[src/rtl/bram_save_pkg.sv]
// bram_save_pkg: shared types and constants for the backup RAM save/load sequencer.
//   state_t      - sequencer states
//   SECTORS_DEF  - default number of 256-word sectors per backup image
//   def_hdr()    - empty BRAM header ("HUBM", 0x00881080) written by a format
package bram_save_pkg;

  localparam int SECTORS_DEF = 16;

  typedef enum logic [1:0] {
    IDLE = 2'd0,
    REQ  = 2'd1,
    XFER = 2'd2,
    FMT  = 2'd3
  } state_t;

  function automatic logic [15:0] def_hdr(input logic [1:0] k);
    case (k)
      2'd0:    def_hdr = 16'h5548;
      2'd1:    def_hdr = 16'h4D42;
      2'd2:    def_hdr = 16'h8800;
      default: def_hdr = 16'h8010;
    endcase
  endfunction

endpackage

[src/rtl/bram_save_ctrl_if.sv]
// bram_save_ctrl_if: SD-image handshake plus BRAM port B bus.
//   sd_lba/sd_rd/sd_wr         - sector request from the sequencer
//   sd_ack                     - host acknowledge, high while a sector moves
//   sd_buff_addr/dout/wr       - host word index, read data and write strobe
//   ram_b_addr/data/we         - BRAM port B write side
// master = sequencer, slave = host / RAM side.
interface bram_save_ctrl_if;
  logic [31:0] sd_lba;
  logic        sd_rd;
  logic        sd_wr;
  logic        sd_ack;
  logic [7:0]  sd_buff_addr;
  logic [15:0] sd_buff_dout;
  logic        sd_buff_wr;
  logic [11:0] ram_b_addr;
  logic [15:0] ram_b_data;
  logic        ram_b_we;

  modport master (
    output sd_lba, sd_rd, sd_wr, ram_b_addr, ram_b_data, ram_b_we,
    input  sd_ack, sd_buff_addr, sd_buff_dout, sd_buff_wr
  );

  modport slave (
    input  sd_lba, sd_rd, sd_wr, ram_b_addr, ram_b_data, ram_b_we,
    output sd_ack, sd_buff_addr, sd_buff_dout, sd_buff_wr
  );
endinterface

[src/rtl/bram_save_ctrl_edge_det.sv]
// edge_det: single-bit rising/falling edge detector.
//   clk_sys, reset_n - clock, async active-low reset (history clears to 0)
//   din              - level to watch
//   rise, fall       - one-cycle pulses, valid in the cycle din changes
module edge_det (
  input  logic clk_sys,
  input  logic reset_n,
  input  logic din,
  output logic rise,
  output logic fall
);
  logic din_q;

  always_ff @(posedge clk_sys or negedge reset_n) begin
    if (!reset_n) din_q <= 1'b0;
    else          din_q <= din;
  end

  assign rise = din & ~din_q;
  assign fall = ~din & din_q;
endmodule

[src/rtl/bram_save_ctrl.sv]
// bram_save_ctrl: moves the backup RAM image between BRAM port B and the SD
// image one sector at a time; also auto-load after cart download, autosave
// and format.
//   clk_sys, reset_n                 - clock, async active-low reset
//   downloading, img_mounted,
//   img_readonly, img_nonempty       - cart download / image mount status
//   load_req, save_req, format_req   - OSD levels (edge-detected here)
//   autosave_en, osd_open, core_wr   - autosave controls, core BRAM writes
//   bus                              - SD handshake and BRAM port B
//   bk_ena, bk_pending, bk_busy,
//   bk_loading                       - status outputs
//
// state | meaning
// IDLE  | waiting for a load/save/format trigger
// REQ   | sd_rd or sd_wr held until sd_ack rises
// XFER  | host moving the sector; advance on sd_ack fall
// FMT   | writing the four header words to BRAM
module bram_save_ctrl
  import bram_save_pkg::*;
#(
  parameter int SECTORS = SECTORS_DEF,
  parameter int LBA_W   = 4
) (
  input  logic             clk_sys,
  input  logic             reset_n,
  input  logic             downloading,
  input  logic             img_mounted,
  input  logic             img_readonly,
  input  logic             img_nonempty,
  input  logic             load_req,
  input  logic             save_req,
  input  logic             format_req,
  input  logic             autosave_en,
  input  logic             osd_open,
  input  logic             core_wr,
  bram_save_ctrl_if.master bus,
  output logic             bk_ena,
  output logic             bk_pending,
  output logic             bk_busy,
  output logic             bk_loading
);
  localparam logic [LBA_W-1:0] LAST_LBA = LBA_W'(SECTORS - 1);

  state_t           state_q, state_d;
  logic [LBA_W-1:0] lba_q, lba_d;
  logic [1:0]       fmt_k_q, fmt_k_d;
  logic             rd_q, rd_d, wr_q, wr_d;
  logic             busy_q, busy_d, loading_q, loading_d;
  logic             is_load_q, is_load_d;
  logic             ack_q, start_xfer;

  logic load_rise, load_fall, save_rise, save_fall, fmt_rise, fmt_fall;
  logic dl_rise, dl_fall, auto_rise, auto_fall;
  logic unused_falls;

  edge_det u_load (.clk_sys, .reset_n, .din(load_req),    .rise(load_rise), .fall(load_fall));
  edge_det u_save (.clk_sys, .reset_n, .din(save_req),    .rise(save_rise), .fall(save_fall));
  edge_det u_fmt  (.clk_sys, .reset_n, .din(format_req),  .rise(fmt_rise),  .fall(fmt_fall));
  edge_det u_dl   (.clk_sys, .reset_n, .din(downloading), .rise(dl_rise),   .fall(dl_fall));
  edge_det u_auto (.clk_sys, .reset_n, .din(bk_pending & osd_open & autosave_en),
                   .rise(auto_rise), .fall(auto_fall));

  assign unused_falls = load_fall ^ save_fall ^ fmt_fall ^ auto_fall;

  logic load_trig, save_trig, ack_rise, ack_fall;
  assign load_trig = bk_ena & (load_rise | (dl_fall & img_nonempty));
  assign save_trig = bk_ena & (save_rise | auto_rise);
  assign ack_rise  = bus.sd_ack & ~ack_q;
  assign ack_fall  = ~bus.sd_ack & ack_q;

  always_comb begin
    state_d    = state_q;
    lba_d      = lba_q;
    fmt_k_d    = fmt_k_q;
    rd_d       = rd_q;
    wr_d       = wr_q;
    busy_d     = busy_q;
    loading_d  = loading_q;
    is_load_d  = is_load_q;
    start_xfer = 1'b0;
    case (state_q)
      IDLE: begin
        if (load_trig || save_trig) begin
          // load wins when both fire in the same cycle
          state_d    = REQ;
          lba_d      = '0;
          busy_d     = 1'b1;
          loading_d  = load_trig;
          is_load_d  = load_trig;
          rd_d       = load_trig;
          wr_d       = ~load_trig;
          start_xfer = 1'b1;
        end else if (fmt_rise) begin
          state_d = FMT;
          fmt_k_d = 2'd0;
        end
      end
      REQ: begin
        if (ack_rise) begin
          rd_d    = 1'b0;
          wr_d    = 1'b0;
          state_d = XFER;
        end
      end
      XFER: begin
        if (ack_fall) begin
          if (lba_q == LAST_LBA) begin
            state_d   = IDLE;
            busy_d    = 1'b0;
            loading_d = 1'b0;
          end else begin
            lba_d   = lba_q + LBA_W'(1);
            rd_d    = is_load_q;
            wr_d    = ~is_load_q;
            state_d = REQ;
          end
        end
      end
      FMT: begin
        fmt_k_d = fmt_k_q + 2'd1;
        if (fmt_k_q == 2'd3) state_d = IDLE;
      end
      default: state_d = IDLE;
    endcase
  end

  always_ff @(posedge clk_sys or negedge reset_n) begin
    if (!reset_n) begin
      state_q   <= IDLE;
      lba_q     <= '0;
      fmt_k_q   <= 2'd0;
      rd_q      <= 1'b0;
      wr_q      <= 1'b0;
      busy_q    <= 1'b0;
      loading_q <= 1'b0;
      is_load_q <= 1'b0;
      ack_q     <= 1'b0;
    end else begin
      state_q   <= state_d;
      lba_q     <= lba_d;
      fmt_k_q   <= fmt_k_d;
      rd_q      <= rd_d;
      wr_q      <= wr_d;
      busy_q    <= busy_d;
      loading_q <= loading_d;
      is_load_q <= is_load_d;
      ack_q     <= bus.sd_ack;
    end
  end

  // A mount during download sets bk_ena even if downloading rose that cycle.
  always_ff @(posedge clk_sys or negedge reset_n) begin
    if (!reset_n) begin
      bk_ena     <= 1'b0;
      bk_pending <= 1'b0;
    end else begin
      if (downloading && img_mounted && !img_readonly) bk_ena <= 1'b1;
      else if (dl_rise)                                bk_ena <= 1'b0;
      if (start_xfer)                                  bk_pending <= 1'b0;
      else if (core_wr && bk_ena && !osd_open)         bk_pending <= 1'b1;
    end
  end

  assign bus.sd_lba     = 32'(lba_q);
  assign bus.sd_rd      = rd_q;
  assign bus.sd_wr      = wr_q;
  assign bk_busy        = busy_q;
  assign bk_loading     = loading_q;

  assign bus.ram_b_we   = (state_q == FMT) |
                          (bus.sd_buff_wr & bus.sd_ack & (state_q == XFER || state_q == REQ));
  assign bus.ram_b_addr = (state_q == FMT) ? {10'b0, fmt_k_q} : 12'({lba_q, bus.sd_buff_addr});
  assign bus.ram_b_data = (state_q == FMT) ? def_hdr(fmt_k_q) : bus.sd_buff_dout;

endmodule

[src/flat_wrapper.sv]
// flat-port wrapper written by rule: the top's interface ports become plain ports
module bram_save_ctrl_flat import bram_save_pkg::*;
#(
  parameter int SECTORS = SECTORS_DEF,
  parameter int LBA_W   = 4
)
  (clk_sys, reset_n, downloading, img_mounted, img_readonly, img_nonempty, load_req, save_req, format_req, autosave_en, osd_open, core_wr, bk_ena, bk_pending, bk_busy, bk_loading, bus_sd_lba, bus_sd_rd, bus_sd_wr, bus_ram_b_addr, bus_ram_b_data, bus_ram_b_we, bus_sd_ack, bus_sd_buff_addr, bus_sd_buff_dout, bus_sd_buff_wr);
  bram_save_ctrl_if bus_i ();
  input  logic clk_sys;
  input  logic reset_n;
  input  logic downloading;
  input  logic img_mounted;
  input  logic img_readonly;
  input  logic img_nonempty;
  input  logic load_req;
  input  logic save_req;
  input  logic format_req;
  input  logic autosave_en;
  input  logic osd_open;
  input  logic core_wr;
  output logic bk_ena;
  output logic bk_pending;
  output logic bk_busy;
  output logic bk_loading;
  output wire logic [$bits(bus_i.sd_lba)-1:0] bus_sd_lba;
  output wire logic [$bits(bus_i.sd_rd)-1:0] bus_sd_rd;
  output wire logic [$bits(bus_i.sd_wr)-1:0] bus_sd_wr;
  output wire logic [$bits(bus_i.ram_b_addr)-1:0] bus_ram_b_addr;
  output wire logic [$bits(bus_i.ram_b_data)-1:0] bus_ram_b_data;
  output wire logic [$bits(bus_i.ram_b_we)-1:0] bus_ram_b_we;
  input wire logic [$bits(bus_i.sd_ack)-1:0] bus_sd_ack;
  input wire logic [$bits(bus_i.sd_buff_addr)-1:0] bus_sd_buff_addr;
  input wire logic [$bits(bus_i.sd_buff_dout)-1:0] bus_sd_buff_dout;
  input wire logic [$bits(bus_i.sd_buff_wr)-1:0] bus_sd_buff_wr;
  assign bus_sd_lba = bus_i.sd_lba;
  assign bus_sd_rd = bus_i.sd_rd;
  assign bus_sd_wr = bus_i.sd_wr;
  assign bus_ram_b_addr = bus_i.ram_b_addr;
  assign bus_ram_b_data = bus_i.ram_b_data;
  assign bus_ram_b_we = bus_i.ram_b_we;
  assign bus_i.sd_ack = bus_sd_ack;
  assign bus_i.sd_buff_addr = bus_sd_buff_addr;
  assign bus_i.sd_buff_dout = bus_sd_buff_dout;
  assign bus_i.sd_buff_wr = bus_sd_buff_wr;
  bram_save_ctrl #(.SECTORS(SECTORS), .LBA_W(LBA_W)) u_core (.clk_sys(clk_sys), .reset_n(reset_n), .downloading(downloading), .img_mounted(img_mounted), .img_readonly(img_readonly), .img_nonempty(img_nonempty), .load_req(load_req), .save_req(save_req), .format_req(format_req), .autosave_en(autosave_en), .osd_open(osd_open), .core_wr(core_wr), .bus(bus_i), .bk_ena(bk_ena), .bk_pending(bk_pending), .bk_busy(bk_busy), .bk_loading(bk_loading));
endmodule
[config.mk]
export PLATFORM = sky130hd
export DESIGN_NAME = bram_save_ctrl_flat
export DESIGN_NICKNAME = d
export VERILOG_FILES = /design/src/rtl/bram_save_pkg.sv /design/src/rtl/bram_save_ctrl_if.sv /design/src/rtl/bram_save_ctrl_edge_det.sv /design/src/rtl/bram_save_ctrl.sv /design/src/flat_wrapper.sv
export SDC_FILE = /design/constraint.sdc
export NUM_CORES = 1
export LEC_CHECK = 0
export CAP_MARGIN = 30
export CORE_MARGIN = 10
export CORE_UTILIZATION = 40
export DETAILED_ROUTE_END_ITERATION = 12
export GPL_TIMING_DRIVEN = 0
export PLACE_DENSITY = 0.86
export SYNTH_ARGS = -nofsm -noshare
export SYNTH_HDL_FRONTEND = slang
export SYNTH_HIERARCHICAL = 1
export SYNTH_SLANG_ARGS = --single-unit
[constraint.sdc]
create_clock -name clk_sys -period 3.55 [get_ports clk_sys]
set_input_delay 0.71 -clock clk_sys [delete_from_list [all_inputs] [get_ports clk_sys]]
set_output_delay 0.71 -clock clk_sys [all_outputs]
set_load 0.02 [all_outputs]
After elaboration in Yosys (flattened, before gate mapping)
Index checks and enable logic that the tools add are counted.
- output and inout bits: 67
- input bits: 38
- register bits after elaboration: 21
- $add $sub $neg: 2
- eq/ne operators: 16
- mux-type cells: 37
- reduce and logical (&&, ||, !) cells: 21
- bitwise operators: 28
- operators with widths (cell ; number):
    16-bit one-hot mux with 3 select lines ; 1
    1-bit 2-to-1 mux ; 17
    16-bit 2-to-1 mux ; 1
    1-bit bitwise AND ; 15
    2-bit 2-to-1 mux ; 7
    12-bit 2-to-1 mux ; 1
    4-bit 2-to-1 mux ; 3
    2-bit by 1-bit != test with 1-bit output (second input constant) ; 6
    4-bit AND reduction ; 3
    1-bit NOT ; 10
    2-bit == test (second input constant) ; 4
    2-bit one-hot mux with 4 select lines ; 1
    4-bit one-hot mux with 2 select lines ; 1
    2-bit nonzero test ; 4
    1-bit one-hot mux with 3 select lines ; 2
    5-bit AND reduction ; 1
    4-bit by 1-bit adder with 4-bit output (second input constant) ; 1
    2-bit by 1-bit == test with 1-bit output (second input constant) ; 2
    4-bit == test (second input constant) ; 1
    1-bit logical AND ; 4
    2-bit logical NOT ; 2
    2-bit != test (second input constant) ; 2
    1-bit one-hot mux with 2 select lines ; 2
    2-bit one-hot mux with 2 select lines ; 1
    other kinds (8) ; 12

Longest topological paths before layout
Gate-level depths: netlist of the first run.
- depth after elaboration: 9
- gate-level depth with buffers: 7

Cells and area by module
Netlist of the first run, hierarchy kept.
- modules (own cells, without submodules) (module ; area each (um2) ; times used ; cells each):
    bram_save_ctrl ; 1506.4 ; 1 ; 171
    edge_det ; 40.0 ; 5 ; 3

Least setup slack after synthesis of the first run
No wires, ideal clock.
- kind: input to register
- start: input autosave_en
- end: register u_core.rd_q (netlist: u_core/bus.sd_rd)
- library setup time: 125 ps
- slack: 1368 ps
- stages on the path: 6
- required time: 3425 ps
- arrival: 2057 ps
- cell sequence: and3_1 -> nor2b_1 -> a2111oi_4 -> o21ai_1 -> o211ai_2 -> mux2_2
- cells in the longest elaborated chain, start to end: 7
- RTL lines (what ; line ; source):
    start: declaration ; flat_wrapper.sv:18 ; input logic autosave_en;
    1-bit bitwise AND ; bram_save_ctrl.sv:60 ; edge_det u_auto (.clk_sys, .reset_n, .din(bk_pending & osd_open & autosave_en),
    1-bit bitwise AND ; bram_save_ctrl_edge_det.sv:19 ; assign rise = din & ~din_q;
    net u_core.auto_rise ; bram_save_ctrl.sv:53 ; logic dl_rise, dl_fall, auto_rise, auto_fall;
    1-bit bitwise OR ; bram_save_ctrl.sv:67 ; assign save_trig = bk_ena & (save_rise | auto_rise);
    1-bit bitwise AND ; bram_save_ctrl.sv:67 ;
    1-bit logical OR ; bram_save_ctrl.sv:83 ; if (load_trig || save_trig) begin
    2-bit by 1-bit != test with 1-bit output (no source line) ; -- ;
    5-bit AND reduction (no source line) ; -- ;
    end signal: assignment ; bram_save_ctrl.sv:142 ; rd_q <= rd_d;
    end: declaration ; bram_save_ctrl.sv:47 ; logic rd_q, rd_d, wr_q, wr_d;
The timed path passes the listed nets, and every way through them passes these cells.
A chain may end at the register's enable or synchronous reset.

Final worst setup path of the first run
- start: register u_core.state_q[0]
- end: output bus_ram_b_addr[1]
- cells in the longest elaborated chain, start to end: 2
- RTL lines (what ; line ; source):
    start: declaration ; bram_save_ctrl.sv:44 ; state_t state_q, state_d;
    start signal: assignment ; bram_save_ctrl.sv:139 ; state_q <= state_d;
    2-bit == test ; bram_save_ctrl.sv:172 ; assign bus.ram_b_addr = (state_q == FMT) ? {10'b0, fmt_k_q} : 12'({lba_q, bus.sd_buff_addr});
    12-bit 2-to-1 mux ; bram_save_ctrl.sv:172 ;
    end: declaration ; flat_wrapper.sv:28 ; output wire logic [$bits(bus_i.ram_b_addr)-1:0] bus_ram_b_addr;
No other way between the ends.

==> out/summary.json, run 1 <==
{
  "worst_setup_path_startpoint": {"value": "u_core/state_q[0]"},
  "avgRoutedWirePerCell": {"value": 13.99, "unit": "um"},
  "cp_data_arrival_time": {"value": 2.31, "unit": "ns"},
  "design.core.area": {"value": 0.004029, "unit": "mm2"},
  "pin_count_of_the_biggest_net_entering_global_routing": {"value": 22},
  "net-switching-power": {"value": 0.0007262, "unit": "W"},
  "post_synth_inst_count": {"value": 182},
  "crit_required": {"value": 2.84, "unit": "ns"},
  "vdd_ir_drop_max": {"value": 0.4491, "unit": "mV"},
  "power.internal": {"value": 0.0009063, "unit": "W"},
  "post-route-period-util": {"value": 0.8497},
  "timing.final.hold_violations": {"value": 0},
  "gr-usage-all-layers": {"value": 0.1272},
  "cts.repair.resized": {"value": 0},
  "worstRegToRegCells": {"value": 6},
  "drv_cap": {"value": 0},
  "fin_nets": {"value": 340},
  "timing.slew.headroom": {"value": 0.3895},
  "power_frac_clock": {"value": 0.093},
  "total_leakage_power": {"value": 1.251, "unit": "nW"},
  "synth_warnings": {"value": 6},
  "final_area": {"value": 0.002641, "unit": "mm2"},
  "antenna_found_initial": {"value": 0},
  "floorplan.die.width": {"value": 84.65, "unit": "um"},
  "number_of_nets_still_failing_antenna_checks_after_routing": {"value": 0},
  "portBuffers": {"value": 76},
  "timing.hold.worst.start": {"value": "u_core/bk_loading"},
  "clock_tree_from_tritoncts": {"value": "done"},
  "design.die.area": {"value": 0.007165, "unit": "mm2"},
  "max_freq": {"value": 331.5, "unit": "MHz"},
  "finalCoreUtilization": {"value": 0.6556},
  "synthesis.area_per_instance": {"value": 9.185, "unit": "um2"},
  "timing.rr.end": {"value": "u_core/bus.sd_rd"},
  "clk_latency": {"value": 0.25, "unit": "ns"},
  "cts.clk_slew.worst_paths": {"value": 0.07, "unit": "ns"},
  "grt_setup_unrepaired": {"value": "no"},
  "swShare": {"value": 0.4448},
  "endpoint_kind": {"value": "output pin"},
  "post_synth_instance_area": {"value": 0.001672, "unit": "mm2"},
  "dp_cells": {"value": 335},
  "vias_in_the_first_global_route": {"value": 1594},
  "via_count": {"value": 1558},
  "die-height": {"value": 84.65, "unit": "um"},
  "final_period_minus_worst_setup_slack": {"value": 3.017, "unit": "ns"},
  "drt_pass1_iterations": {"value": 4},
  "fin_hold_ws": {"value": 0.5136, "unit": "ns"},
  "number_of_design_rule_violations_left_by_the_first_detailed_router_iteration": {"value": 30},
  "cp_max_fo": {"value": 10},
  "reg2reg_from": {"value": "u_core/bk_pending"},
  "timing_worst_slew_pin_value": {"value": 0.9129, "unit": "ns"},
  "antenna_cells_inserted": {"value": 0},
  "setup_violations": {"value": 0},
  "route.final.wire_length": {"value": 4742, "unit": "um"},
  "hold_path_class": {"value": "reg -> reg"},
  "place_hpwl": {"value": 4107, "unit": "um"},
  "timing.clock.skew": {"value": 0.004893, "unit": "ns"},
  "clock_tree.htree_level_count": {"value": 1},
  "criticalPathCategory": {"value": "reg -> out"},
  "globalRoute.totalOverflow": {"value": 0},
  "number_of_non_filler_instances_in_the_completed_layout": {"value": 339},
  "number_of_vias_per_cell_after_detailed_routing": {"value": 4.596},
  "placed_area": {"value": 0.002596, "unit": "mm2"},
  "clock_tree.root_cell": {"value": "clkbuf_8"},
  "mostFrequentLayoutCells": {"value": "76 x clkdlybuf4s50_1, 29 x buf_4, 28 x conb_1"},
  "gpl.final_weighted_congestion": {"value": 0.8577},
  "clock_sinks": {"value": 21},
  "floorplan.io_pins": {"value": 105},
  "layout-drive-gt1-share": {"value": 0.1696},
  "post_cts_hold_buffer_count": {"value": 0},
  "setup.reg_to_reg.worst_slack": {"value": 1.54, "unit": "ns"},
  "drt_drc_violations_left": {"value": 0},
  "num_rows": {"value": 23},
  "start_util": {"value": 0.4149},
  "pd_cells": {"value": 618.0, "unit": "mW/mm2"},
  "p_comb_frac": {"value": 0.693},
  "cts_made_buffers": {"value": 3},
  "run_status": {"value": "completed"},
  "timing.critical_path.from_type": {"value": "flop"},
  "timing.setup.tns": {"value": 0, "unit": "ns"},
  "area_growth_syn_to_layout": {"value": 58.01, "unit": "%"},
  "slew_viol_final": {"value": 0},
  "cts.repair_timing.setup_buffer_count": {"value": 0},
  "clockBufferDepth": {"value": 2},
  "seq_power_share": {"value": 0.215},
  "mostFrequentLayoutCell": {"value": "clkdlybuf4s50_1"},
  "worst_setup_path_endpoint": {"value": "bus_ram_b_addr[1]"},
  "grt_first_pass_wirelength": {"value": 7686, "unit": "um"}
}
## worst max-delay path, stage by stage, from the launching register on
cell	delay [ns]
dfrtp_1	0.40
ha_1	0.32
clkbuf_1	0.40
mux2_2	0.38
clkdlybuf4s50_1	0.55
## power groups by stage
stage / combinational (W) / clock, W / sequential, W
after floorplan: 0.000671 / 0 / 0.000378
after global placement: 0.00111 / 0 / 0.000351
after detailed placement: 0.00113 / 0 / 0.000355
after CTS: 0.00114 / 0.000160 / 0.000351
after global routing: 0.00124 / 0.000167 / 0.000360
final: 0.00113 / 0.000152 / 0.000350
## per-stage QoR
stage,setup WS [ns],power (W)
6_report,0.5334,0.001632
5_1_grt,0.3827,0.001762
4_1_cts,0.4925,0.001651
3_5_place_dp,0.7282,0.001487
3_3_place_gp,0.7658,0.001464
2_1_floorplan,1.379,0.001050
## flip-flops by register name, summed over array words and instances, names as in the netlist
register and count:
u_core/bk_loading 1, u_core/u_load/din_q 1, u_core/bk_pending 1, u_core/bk_busy 1, u_core/ack_q 1, u_core/state_q 2, u_core/bus.sd_wr 1, u_core/u_auto/din_q 1
u_core/is_load_q 1, u_core/u_dl/din_q 1, u_core/lba_q 4, u_core/bk_ena 1, u_core/fmt_k_q 2, u_core/u_fmt/din_q 1, u_core/bus.sd_rd 1, u_core/u_save/din_q 1
## how the worst min path moves through the flow
| stage | slack (ns) | depth (start not counted) | end |
|---|---|---|---|
| floorplan | 0.41 | 0 | u_core/ack_q |
| global placement | 0.48 | 1 | u_core/bk_loading |
| detailed placement | 0.48 | 1 | u_core/bk_loading |
| CTS | 0.51 | 1 | u_core/bk_loading |
| global route | 0.53 | 1 | u_core/bk_loading |
| finish | 0.51 | 1 | u_core/bk_loading |
## area by class of cell
class	count	area, um2
inverter	17	63.81
sequential	21	525.5
timing repair buffer	76	760.7
tap	50	62.56
multi-input combinational	138	949.7
fill	342	1388
clock buffer	4	45.04
buffer	33	234.0
## layer usage
| metal | share of wire | wire length, um | global-route usage | up-vias |
|---|---|---|---|---|
| li1 | - | - | - | 780 |
| met1 | 0.43 | 2031 | 0.1468 | 703 |
| met2 | 0.47 | 2235 | 0.2148 | 71 |
| met3 | 0.092 | 436 | 0.04348 | 4 |
| met4 | 0.0082 | 39 | 0.04042 | 0 |
| met5 | 0 | 0 | 0 | - |
Power figures use the tool's default switching activity.
==> inputs of run 2 (changes only) <==
- CORE_UTILIZATION: 40 -> 34
- PLACE_DENSITY: 0.86 -> 0.78
- clock period: 3.55 -> 2.5 ns (I/O delays scaled with it)
==> run 2 against run 1 <==
  * Critical path depth is the same
  * Final cell count grew 5.3%
  * Clock power grew 47%
  * First-iteration DRC count fell by 13%
  * Wire length is 3.1% higher
  * Clock-buffer cell count is 1 lower
  * Non-clock buffer count rose by 1
  * Via count decreased by 0.39%
  * Core utilization down 9.0 points
  * Global-route usage is 1.7 points lower
  * Cell area grew 1.9%
  * Worst hold slack worse by 0.0026 ns
  * Critical path type unchanged
  * Critical endpoint is now bus_ram_b_data[11]
  * Highest routed layer unchanged
==> out/summary.json, run 2 (synthesis results as in run 1) <==
{
  "timing.setup.tns": {"value": 0, "unit": "ns"},
  "via_count": {"value": 1552},
  "seq_power_share": {"value": 0.218},
  "timing.hold.worst.start": {"value": "u_core/bk_loading"},
  "reg2reg_from": {"value": "u_core/bk_pending"},
  "portBuffers": {"value": 76},
  "cts.clk_slew.worst_paths": {"value": 0.08, "unit": "ns"},
  "worst_setup_path_startpoint": {"value": "u_core/fmt_k_q[1]"},
  "post-route-period-util": {"value": 0.9612},
  "gpl.final_weighted_congestion": {"value": 0.8448},
  "avgRoutedWirePerCell": {"value": 13.70, "unit": "um"},
  "timing.clock.skew": {"value": 0.002751, "unit": "ns"},
  "placed_area": {"value": 0.002618, "unit": "mm2"},
  "run_status": {"value": "completed"},
  "final_area": {"value": 0.002691, "unit": "mm2"},
  "num_rows": {"value": 25},
  "place_hpwl": {"value": 4148, "unit": "um"},
  "drt_drc_violations_left": {"value": 0},
  "endpoint_kind": {"value": "output pin"},
  "regMostFlops": {"value": "u_core/lba_q"},
  "regArea": {"value": 526.8, "unit": "um2"},
  "report.power.total": {"value": 0.002296, "unit": "W"},
  "start_util": {"value": 0.3516},
  "number_of_non_filler_instances_in_the_completed_layout": {"value": 357},
  "clk_latency": {"value": 0.26, "unit": "ns"},
  "pre_cts_slack": {"value": -0.1231, "unit": "ns"},
  "dp_cells": {"value": 352},
  "crit_required": {"value": 2.00, "unit": "ns"},
  "critical-path-max-stage-delay": {"value": 0.55, "unit": "ns"},
  "total_leakage_power": {"value": 1.334, "unit": "nW"},
  "max_freq": {"value": 416.2, "unit": "MHz"},
  "reg.largest.list": {"value": "u_core/lba_q: 4 flops, u_core/fmt_k_q: 2 flops, u_core/state_q: 2 flops"},
  "vias_in_the_first_global_route": {"value": 1508},
  "mostFrequentLayoutCell": {"value": "clkdlybuf4s50_1"},
  "setup_violations": {"value": 0},
  "largest_reg_flops": {"value": 4},
  "cts_made_buffers": {"value": 3},
  "pin_count_of_the_biggest_net_entering_global_routing": {"value": 22},
  "cp_max_fo": {"value": 5},
  "timing.critical_path.from_type": {"value": "flop"},
  "number_of_nets_still_failing_antenna_checks_after_routing": {"value": 0},
  "mostFrequentLayoutCells": {"value": "63 x clkdlybuf4s50_1, 29 x buf_4, 28 x conb_1"},
  "final_period_minus_worst_setup_slack": {"value": 2.403, "unit": "ns"},
  "net-switching-power": {"value": 0.001044, "unit": "W"},
  "drt_pass1_iterations": {"value": 4},
  "number_of_design_rule_violations_left_by_the_first_detailed_router_iteration": {"value": 26},
  "grt_first_pass_wirelength": {"value": 7534, "unit": "um"},
  "cp_data_arrival_time": {"value": 1.90, "unit": "ns"},
  "design.die.area": {"value": 0.008121, "unit": "mm2"},
  "critical_path.cell_chain": {"value": "inv_1 -> ha_1 -> mux2_2 -> clkdlybuf4s50_1"},
  "clock_tree_from_tritoncts": {"value": "done"},
  "number_of_vias_per_cell_after_detailed_routing": {"value": 4.347},
  "power_frac_clock": {"value": 0.098},
  "clock_tree.htree_level_count": {"value": 1},
  "area_growth_syn_to_layout": {"value": 61.00, "unit": "%"},
  "area_of_combinational_cells_with_multiple_inputs": {"value": 952.2, "unit": "um2"},
  "p_comb_frac": {"value": 0.685},
  "vdd_ir_drop_max": {"value": 0.5205, "unit": "mV"},
  "antenna_found_initial": {"value": 0},
  "swShare": {"value": 0.4547},
  "clockBufferDepth": {"value": 2},
  "design.core.area": {"value": 0.004755, "unit": "mm2"},
  "die-height": {"value": 90.12, "unit": "um"},
  "grt_setup_unrepaired": {"value": "no"},
  "floorplan.die.width": {"value": 90.12, "unit": "um"},
  "layout-drive-gt1-share": {"value": 0.1931},
  "globalRoute.totalOverflow": {"value": 0},
  "criticalPathCategory": {"value": "reg -> out"},
  "final.fill_count": {"value": 453},
  "layout_setup_ws": {"value": 0.09702, "unit": "ns"},
  "drv_cap": {"value": 0},
  "power.internal": {"value": 0.001252, "unit": "W"},
  "slowest_cp_cell": {"value": "clkdlybuf4s50_1"},
  "route.final.wire_length": {"value": 4891, "unit": "um"},
  "floorplan.io_pins": {"value": 105},
  "fin_nets": {"value": 341},
  "post_cts_hold_buffer_count": {"value": 0},
  "cts.repair_timing.setup_buffer_count": {"value": 0},
  "clock_tree.root_cell": {"value": "clkbuf_8"},
  "slew_viol_final": {"value": 0},
  "hold_path_class": {"value": "reg -> reg"},
  "clock_sinks": {"value": 21},
  "antenna_cells_inserted": {"value": 0},
  "pd_cells": {"value": 853.2, "unit": "mW/mm2"},
  "gr-usage-all-layers": {"value": 0.1100},
  "timing.final.hold_violations": {"value": 0}
}
run 2: path summary, 6_finish.rpt:
check	slack (ns)	to	cells after the start
setup / recovery	0.1	bus_ram_b_data[11]	4
hold / removal	0.51	u_core/bk_loading	1
setup reg to reg	0.48	u_core/bus.sd_rd	6
hold reg to reg	0.51	u_core/bk_loading	1
max in group asynchronous	1.49	u_core/lba_q[2]	2
min in group asynchronous	0.56	u_core/u_load/din_q	1
run 2: routing by layer:
metal / up-vias / part of all wire / global-route usage / wire (um)
li1: 775 / - / - / -
met1: 704 / 0.45 / 0.1309 / 2208
met2: 69 / 0.47 / 0.1864 / 2281
met3: 4 / 0.077 / 0.03741 / 376
met4: 0 / 0.0051 / 0.02387 / 25
met5: - / 0 / 0 / 0
run 2: metrics by stage:
| step | util | hold slack, ns |
|---|---|---|
| floorplan | - | 0.2044 |
| global placement | 0.5505 | 0.4899 |
| detailed placement | 0.5505 | 0.4939 |
| CTS | 0.5597 | 0.5256 |
| global route | 0.5661 | 0.5487 |
| finish | 0.5661 | 0.5109 |
run 2: critical path: cells and delay by family (launching register included):
family	cells	cell delay [ns]
multiplexers	1	0.27
buffers and inverters	2	0.65
flip-flops	1	0.42
adder cells (fa/ha/maj)	1	0.30
run 2: timing repair:
| action | in CTS | in global routing |
|---|---|---|
| gates resized for setup | 12 | 8 |
| pin swaps | 0 | 0 |
| setup endpoints to repair | 28 | 16 |
run 2: final cells by class:
type / instances / share of cell area
clock inverter: 1 / 0.001860
tap: 67 / 0.03115
buffer: 33 / 0.08926
clock buffer: 3 / 0.01534
multi-input combinational: 138 / 0.3538
sequential: 21 / 0.1957
timing repair buffer: 77 / 0.2892
inverter: 17 / 0.02371
run 2: power by group through the flow:
stage	clock [W]	sequential, W	combinational, W
final	0.000224	0.000500	0.00157
after global routing	0.000242	0.000514	0.00170
after CTS	0.000230	0.000499	0.00158
after detailed placement	0	0.000502	0.00161
after global placement	0	0.000499	0.00159
after floorplan	0	0.000537	0.000953
